<file path="src/rtl/pipeline_ctrl_if.sv">
// Request/response bundle between the hazard, branch and trap detectors and pipeline_ctrl.
// The slave side is the controller and the master side is the requesting logic.
interface pipeline_ctrl_if #(
  parameter int N_STAGES = 5
);
  logic                redirect_in;
  logic                trap_in;
  logic                stall_req_in;
  logic [N_STAGES-1:0] flush_out;
  logic                stall_out;
  logic                pc_en_out;
  logic [1:0]          pc_src_out;

  modport slave (
    input  redirect_in,
    input  trap_in,
    input  stall_req_in,
    output flush_out,
    output stall_out,
    output pc_en_out,
    output pc_src_out
  );

  modport master (
    output redirect_in,
    output trap_in,
    output stall_req_in,
    input  flush_out,
    input  stall_out,
    input  pc_en_out,
    input  pc_src_out
  );
endinterface

</file>
<file path="src/rtl/pipeline_ctrl.sv">
// STRV32I pipeline control: sequences reset/init/run and turns redirect, trap and
// load-use requests into same-cycle flush, stall and PC control.
module pipeline_ctrl #(
  parameter int          N_STAGES      = 5,
  parameter logic [31:0] REDIRECT_MASK = 32'b00011,
  parameter logic [31:0] TRAP_MASK     = 32'b01111,
  parameter int          FLUSH_CYCLES  = 1,
  parameter int          INIT_CYCLES   = 2
) (
  input  logic            clk_in,
  input  logic            rst_in,
  pipeline_ctrl_if.slave  ctrl
);

  localparam logic [1:0] SRC_RESET    = 2'b00;
  localparam logic [1:0] SRC_REDIRECT = 2'b01;
  localparam logic [1:0] SRC_TRAP     = 2'b10;
  localparam logic [1:0] SRC_SEQ      = 2'b11;

  localparam logic [N_STAGES-1:0] RMASK    = N_STAGES'(REDIRECT_MASK);
  localparam logic [N_STAGES-1:0] TMASK    = N_STAGES'(TRAP_MASK);
  localparam logic [N_STAGES-1:0] SMASK    = N_STAGES'(32'd4);
  localparam logic [N_STAGES-1:0] ALL_ONES = '1;

  localparam int CNT_MAX = (FLUSH_CYCLES > INIT_CYCLES) ? FLUSH_CYCLES : INIT_CYCLES;
  localparam int CNT_W   = (CNT_MAX > 1) ? $clog2(CNT_MAX + 1) : 1;

  // Load values are clamped so degenerate parameter values never produce a negative count.
  localparam logic [CNT_W-1:0] INIT_LOAD  = CNT_W'((INIT_CYCLES  > 0) ? INIT_CYCLES  - 1 : 0);
  localparam logic [CNT_W-1:0] FLUSH_LOAD = CNT_W'((FLUSH_CYCLES > 1) ? FLUSH_CYCLES - 2 : 0);

  typedef enum logic [1:0] {
    S_RESET,
    S_INIT,
    S_RUN,
    S_FLUSH
  } state_e;

  state_e              state_q, state_d;
  logic [CNT_W-1:0]    cnt_q,   cnt_d;
  logic [N_STAGES-1:0] mask_q,  mask_d;

  logic [N_STAGES-1:0] flush_d;
  logic                stall_d;
  logic                pc_en_d;
  logic [1:0]          pc_src_d;

  always_ff @(posedge clk_in) begin
    if (!rst_in) begin
      state_q <= S_RESET;
      cnt_q   <= '0;
    end else begin
      state_q <= state_d;
      cnt_q   <= cnt_d;
    end
    mask_q <= mask_d;
  end

  always_comb begin
    state_d  = state_q;
    cnt_d    = cnt_q;
    mask_d   = mask_q;
    flush_d  = '0;
    stall_d  = 1'b0;
    pc_en_d  = 1'b1;
    pc_src_d = SRC_SEQ;

    unique case (state_q)
      S_RESET: begin
        flush_d  = ALL_ONES;
        pc_src_d = SRC_RESET;
        if (INIT_CYCLES == 0) begin
          state_d = S_RUN;
        end else begin
          state_d = S_INIT;
          cnt_d   = INIT_LOAD;
        end
      end

      S_INIT: begin
        flush_d  = ALL_ONES;
        pc_en_d  = 1'b0;
        pc_src_d = SRC_RESET;
        if (cnt_q == '0) begin
          state_d = S_RUN;
        end else begin
          cnt_d = cnt_q - CNT_W'(1);
        end
      end

      S_RUN, S_FLUSH: begin
        if (ctrl.trap_in || ctrl.redirect_in) begin
          // A new event always restarts the flush window, even mid-flush.
          flush_d  = ctrl.trap_in ? TMASK : RMASK;
          pc_src_d = ctrl.trap_in ? SRC_TRAP : SRC_REDIRECT;
          if (FLUSH_CYCLES > 1) begin
            state_d = S_FLUSH;
            cnt_d   = FLUSH_LOAD;
            mask_d  = flush_d;
          end else begin
            state_d = S_RUN;
          end
        end else if (state_q == S_FLUSH) begin
          flush_d = mask_q;
          if (cnt_q == '0) begin
            state_d = S_RUN;
          end else begin
            cnt_d = cnt_q - CNT_W'(1);
          end
        end else if (ctrl.stall_req_in) begin
          flush_d = SMASK;
          stall_d = 1'b1;
          pc_en_d = 1'b0;
        end
      end

      default: begin
        state_d = S_RESET;
      end
    endcase
  end

  assign ctrl.flush_out  = flush_d;
  assign ctrl.stall_out  = stall_d;
  assign ctrl.pc_en_out  = pc_en_d;
  assign ctrl.pc_src_out = pc_src_d;

endmodule

</file>
<file path="src/flat_wrapper.sv">
// flat-port wrapper written by rule: the top's interface ports become plain ports
module pipeline_ctrl_flat 
#(
  parameter int          N_STAGES      = 5,
  parameter logic [31:0] REDIRECT_MASK = 32'b00011,
  parameter logic [31:0] TRAP_MASK     = 32'b01111,
  parameter int          FLUSH_CYCLES  = 1,
  parameter int          INIT_CYCLES   = 2
)
  (clk_in, rst_in, ctrl_redirect_in, ctrl_trap_in, ctrl_stall_req_in, ctrl_flush_out, ctrl_stall_out, ctrl_pc_en_out, ctrl_pc_src_out);
  pipeline_ctrl_if #(.N_STAGES(N_STAGES)) ctrl_i ();
  input  logic clk_in;
  input  logic rst_in;
  input wire logic [$bits(ctrl_i.redirect_in)-1:0] ctrl_redirect_in;
  input wire logic [$bits(ctrl_i.trap_in)-1:0] ctrl_trap_in;
  input wire logic [$bits(ctrl_i.stall_req_in)-1:0] ctrl_stall_req_in;
  output wire logic [$bits(ctrl_i.flush_out)-1:0] ctrl_flush_out;
  output wire logic [$bits(ctrl_i.stall_out)-1:0] ctrl_stall_out;
  output wire logic [$bits(ctrl_i.pc_en_out)-1:0] ctrl_pc_en_out;
  output wire logic [$bits(ctrl_i.pc_src_out)-1:0] ctrl_pc_src_out;
  assign ctrl_i.redirect_in = ctrl_redirect_in;
  assign ctrl_i.trap_in = ctrl_trap_in;
  assign ctrl_i.stall_req_in = ctrl_stall_req_in;
  assign ctrl_flush_out = ctrl_i.flush_out;
  assign ctrl_stall_out = ctrl_i.stall_out;
  assign ctrl_pc_en_out = ctrl_i.pc_en_out;
  assign ctrl_pc_src_out = ctrl_i.pc_src_out;
  pipeline_ctrl #(.N_STAGES(N_STAGES), .REDIRECT_MASK(REDIRECT_MASK), .TRAP_MASK(TRAP_MASK), .FLUSH_CYCLES(FLUSH_CYCLES), .INIT_CYCLES(INIT_CYCLES)) u_core (.clk_in(clk_in), .rst_in(rst_in), .ctrl(ctrl_i));
endmodule
</file>
<file path="config.mk">
export PLATFORM = sky130hd
export DESIGN_NAME = pipeline_ctrl_flat
export DESIGN_NICKNAME = d
export VERILOG_FILES = /design/src/rtl/pipeline_ctrl_if.sv /design/src/rtl/pipeline_ctrl.sv /design/src/flat_wrapper.sv
export SDC_FILE = /design/constraint.sdc
export NUM_CORES = 1
export LEC_CHECK = 0
export CAP_MARGIN = 20
export CELL_PAD_IN_SITES_DETAIL_PLACEMENT = 2
export CELL_PAD_IN_SITES_GLOBAL_PLACEMENT = 2
export CORE_MARGIN = 4
export CORE_UTILIZATION = 16
export DETAILED_ROUTE_END_ITERATION = 7
export GPL_TIMING_DRIVEN = 0
export HOLD_SLACK_MARGIN = 0.05
export PLACE_DENSITY_LB_ADDON = 0.05
export SYNTH_ARGS = -nofsm -noshare
export SYNTH_HDL_FRONTEND = slang
export SYNTH_SLANG_ARGS = --single-unit
export TNS_END_PERCENT = 1
</file>
<file path="constraint.sdc">
create_clock -name clk_in -period 1.55 [get_ports clk_in]
set_input_delay 0.2325 -clock clk_in [delete_from_list [all_inputs] [get_ports clk_in]]
set_output_delay 0.2325 -clock clk_in [all_outputs]
set_load 0.05 [all_outputs]
</file>
==> results.json, run 1 <==
{
  "postLayoutSetupSlackWorst_ns": -0.0967,
  "hold_viol": 0,
  "syn_to_final_growth_pct": 93.5,
  "place_ws_ns": -0.833,
  "finalWirelength_um": 968,
  "min_period_over_period_pct": 106,
  "grt_max_degree": 9,
  "final_cell_mix": "inv_1 (5), buf_6 (4)",
  "maxSlewHeadroom_pct": 67.5,
  "maxSlewViolCount": 0,
  "setup.worst_path.class": "flop to primary output",
  "synth_seq_cells": 4,
  "period_minus_slack_ns": 1.65,
  "yosys_warnings": 0,
  "synth_fp_nets": 41,
  "die_area_um2": 2390,
  "port-buffer-count": 13,
  "cp-startpoint": "u_core.state_q[1]",
  "synth_top_cell_by_area": "dfxtp_1",
  "ctsHtreeMaxLevel": 1,
  "numClockSinks": 4,
  "cts_root_buf": "clkbuf_4",
  "p_per_area_nw_per_um2": 1560,
  "num_rows": 14,
  "start_util_pct": 17.4,
  "die_y_um": 48.9,
  "avgSynthCellArea_um2": 7.65,
  "synth.area.top_cells": "dfxtp_1 (30%), inv_1 (9.8%), a21oi_1 (5.6%)",
  "ys_seq_area_share_pct": 29.9,
  "power_leakage_nw": 0.215,
  "grt-ovfl-total": 0,
  "ios": 14,
  "setup-violations-final": 5,
  "rsz0062_at_grt": "true",
  "core_um2": 1540,
  "synth_edf_count": 0,
  "tightest_slew_ns": 0.489,
  "cts_tree": "yes",
  "max_freq_mhz": 607,
  "vias": 334,
  "antenna_found_initial": 0,
  "grt_pass1_vias": 350,
  "async_flop_share_pct": 0,
  "cts.hold.buffers_added": 0,
  "cp_max_fo": 5,
  "drt_iter0_markers": 3,
  "ys_types": 20,
  "cp_data_required_time_ns": 1.32,
  "fin_util_pct": 33.6,
  "clk_pin_slew_ns": 0.05,
  "hpwl_um": 780,
  "end_kind": "primary output",
  "avgRoutedWirePerCell_um": 13.6,
  "rr_startpoint": "u_core.cnt_q[0]",
  "grt_use_total_pct": 9.63,
  "yosys.area.top_type_share_pct": 29.9,
  "syn-cell-area_um2": 268,
  "place_congestion": 0.801,
  "fin_skew_ns": 0.0102,
  "ir_drop_uv": 439,
  "holdWs_ns": 0.529,
  "die_x_um": 48.9,
  "cts_made_buffers": 3,
  "clock_path_buffers": 2,
  "synth_ff_type": "dfxtp_1",
  "drive_gt1_share_pct": 49.1,
  "arrival_ns": 1.41,
  "grt_first_pass_wirelength_um": 1740,
  "first_pass_iters": 2,
  "viasPerCell": 4.70,
  "insertion_delay_ns": 0.25,
  "startpoint_type": "flop",
  "n_antenna_cell": 0,
  "fin_nets": 62,
  "netlist_instances": 35,
  "final_common_cell": "inv_1",
  "drc_errors": 0,
  "violations": "setup timing",
  "worstHoldStart": "u_core.cnt_q[0]",
  "ant_nets": 0,
  "drv_cap": 0,
  "status": "finished, violations left",
  "hold_class": "flop to flop"
}
[worst max-delay path, stage by stage (launching register included)]
cell,delay [ns]
dfxtp_4,0.35
clkinvlp_4,0.14
or3_4,0.40
buf_6,0.12
buf_8,0.14
[metal layers]
metal  global-route usage [%]  up-vias  share of wire [%]
li1                         -      160                  -
met1                     10.0      156                 38
met2                     15.9       15                 52
met3                     3.36        3                7.7
met4                     6.73        0                2.9
met5                        0        -                  0
[what timing repair did]
item | in CTS | in global routing
endpoints found under the setup margin | 10 | 8
gates resized for setup | 46 | 7
buffers inserted | 3 | 0
pin swaps | 3 | 0
endpoints found under the hold margin | 0 | 0
[stage by stage]
| stage | power [mW] | cell area, µm² | TNS [ns] | cells |
|---|---|---|---|---|
| after detailed placement | 0.621 | 459 | -4.68 | 64 |
| after global routing | 0.870 | 518 | -0.609 | 71 |
| after floorplan | 0.490 | 309 | -1.72 | 35 |
| after global placement | 0.602 | 459 | -4.51 | 64 |
| final | 0.806 | 518 | -0.232 | 71 |
| after CTS | 0.804 | 517 | -0.404 | 71 |
[path summary, 6_finish.rpt]
check	to	slack, ns	cells after the start
hold reg to reg	u_core.cnt_q[0]	0.53	2
setup reg to reg	u_core.cnt_q[1]	0.09	5
hold / removal	u_core.cnt_q[0]	0.53	2
setup / recovery	ctrl_flush_out[1]	-0.1	4
[sequential cells by signal (all words and copies together) (netlist names)]
name,cells
u_core.state_q,2
u_core.cnt_q,2
[synth_stat cells (all sizes together), types with 2 or more instances]
| cell type | instances |
|---|---|
| a21oi | 3 |
| inv | 7 |
| buf | 2 |
| nand2 | 2 |
| dfxtp | 4 |
| nor2 | 4 |
[logic make-up (layout without fill, tap and decap cells)]
family / count (synthesis) / count (layout) / synth area share, %
and+or+nand+nor: 11 / 11 / 21.5
AOI/OAI and AO/OA: 9 / 9 / 21.5
buffers and inverters: 9 / 29 / 16.8
DFF: 4 / 4 / 29.9
adders and majority gates: 1 / 1 / 4.67
muxes: 1 / 1 / 5.61
[power by group]
group	leakage (nW)	switching [mW]	internal (mW)
Combinational	0.166	0.298	0.196
Sequential	0.0340	0.0198	0.140
Clock	0.0150	0.0551	0.0974
[final cells by class]
cell class,instances,area [µm²]
fillers,182,1020
multi-input cells,22,196
repair buffers,16,138
flip-flops and latches,4,85.1
inverters,7,30.0
clock buffers,4,26.3
plain buffers,2,22.5
well taps,16,20.0
Power figures use the tool's default switching activity.
==> run 2: changes to the inputs <==
--- a/constraint.sdc
+++ b/constraint.sdc
@@ -3,2 +3,2 @@
 set_output_delay 0.2325 -clock clk_in [all_outputs]
-set_load 0.05 [all_outputs]
+set_load 0.1 [all_outputs]
==> results.json, run 2 (synthesis gave the netlist of run 1 again) <==
{
  "final_area_um2": 513,
  "period_minus_slack_ns": 1.54,
  "maxSlewViolCount": 0,
  "use_met2_pct": 18.3,
  "place_congestion": 0.801,
  "rr_startpoint": "u_core.cnt_q[1]",
  "hold_viol": 0,
  "grt_use_total_pct": 9.74,
  "cp-startpoint": "u_core.state_q[1]",
  "clk_pin_slew_ns": 0.04,
  "die_area_um2": 2390,
  "avgRoutedWirePerCell_um": 15.3,
  "syn_to_final_growth_pct": 91.6,
  "holdWs_ns": 0.509,
  "maxSlewHeadroom_pct": 64.0,
  "vias": 326,
  "p_total_mw": 0.947,
  "setup-violations-final": 0,
  "num_rows": 14,
  "cp.buffers_inverters": 2,
  "port-buffer-count": 13,
  "slowest_stage": "nor4b_4",
  "drt_iter0_markers": 1,
  "drc_errors": 0,
  "drv_cap": 0,
  "p_per_area_nw_per_um2": 1850,
  "r2r_cells": 5,
  "grt_use_met1_pct": 9.47,
  "multi_input_comb_area_um2": 196,
  "hpwl_um": 824,
  "cts_root_buf": "clkbuf_4",
  "setup_tns_ns": 0,
  "startpoint_type": "flop",
  "cp-endpoint": "ctrl_stall_out",
  "crit_family": "simple AND/OR/NAND/NOR gates",
  "global_route.peak_usage_layer": "met2",
  "hold_class": "flop to flop",
  "cts_tree": "yes",
  "grt_max_degree": 9,
  "cp_max_fo": 6,
  "placed_area_um2": 452,
  "fill_cells": 182,
  "status": "finished clean",
  "ctsHtreeMaxLevel": 1,
  "rsz0062_at_grt": "true",
  "grt_first_pass_wirelength_um": 1810,
  "dp.cells": 64,
  "grt_pass1_vias": 374,
  "arrival_ns": 1.30,
  "use_met3_pct": 1.53,
  "ios": 14,
  "start_util_pct": 17.4,
  "r2r_slack_ns": 0.04,
  "ant_nets": 0,
  "min_period_over_period_pct": 99.0,
  "fin_cells": 68,
  "path_cells": "inv_6 -> nor4b_4 -> buf_6",
  "fin_nets": 60,
  "r2r_end": "u_core.cnt_q[1]",
  "final_cell_mix": "inv_1 (4), buf_2 (4), buf_6 (3), clkbuf_4 (3)",
  "seq_area_um2": 85.1,
  "insertion_delay_ns": 0.24,
  "top_regs": "u_core.cnt_q: 2 flops, u_core.state_q: 2 flops",
  "clock_path_buffers": 2,
  "power_leakage_nw": 0.214,
  "path_depth": 3,
  "drive_gt1_share_pct": 51.9,
  "tightest_slew_ns": 0.543,
  "core_um2": 1540,
  "numClockSinks": 4,
  "end_kind": "primary output",
  "antenna_found_initial": 0,
  "cts_made_buffers": 3,
  "viasPerCell": 4.79,
  "finalWirelength_um": 1040,
  "ir_drop_uv": 449,
  "max_freq_mhz": 651,
  "fin_skew_ns": 0.00869,
  "setup.worst_path.class": "flop to primary output",
  "die_x_um": 48.9,
  "n_antenna_cell": 0,
  "first_pass_iters": 2,
  "die_y_um": 48.9,
  "cp_data_required_time_ns": 1.32,
  "grt-ovfl-total": 0,
  "critical-path-max-stage-delay_ns": 0.37
}
run 2: how the worst min path moves through the flow:
stage	from	to	slack, ns	depth (start not counted)
after CTS	u_core.cnt_q[0]	u_core.cnt_q[0]	0.53	2
after global placement	u_core.cnt_q[1]	u_core.cnt_q[1]	0.47	2
after detailed placement	u_core.cnt_q[1]	u_core.cnt_q[1]	0.49	2
final	u_core.cnt_q[0]	u_core.cnt_q[0]	0.51	2
after floorplan	rst_in	u_core.cnt_q[0]	0.39	2
after global routing	u_core.cnt_q[0]	u_core.cnt_q[0]	0.53	2
run 2: area by class of cell:
cell class,count,area share [%]
Buffer,2,4.39
Sequential cell,4,16.6
Inverter,7,6.10
Clock buffer,3,4.39
Multi-Input combinational cell,22,38.3
Timing Repair Buffer,14,26.3
Tap cell,16,3.90
run 2: tightest hold or removal path, delay by kind of cell (launching register included):
family,cells,cell delay [ns]
buf+inv,1,0.07
flops,1,0.32
compound gates,1,0.07
run 2: what timing repair did:
action                     CTS  global route
setup endpoints to repair   10             5
resized for setup           62            10
hold endpoints to repair     0             0
setup buffers                1             0
pin swaps                    1             2
hold buffers                 0             0
run 2: report_power, final:
group	total (mW)	switching, mW	internal [mW]	leakage, nW
clock	0.135	0.0479	0.0869	0.0138
sequential	0.164	0.0233	0.140	0.0340
combinational	0.648	0.442	0.207	0.166
run 2: metrics by stage:
stage,setup WS [ns],util (%)
floorplan,-1.24,-
CTS,-0.0308,31.3
detailed placement,-1.14,29.3
global route,-0.0350,33.3
global placement,-1.14,29.3
finish,0.0147,33.3
run 2: layer usage:
metal	routed length (µm)	up-vias
li1	-	154
met1	398	156
met2	565	14
met3	47	2
met4	28	0
met5	0	-
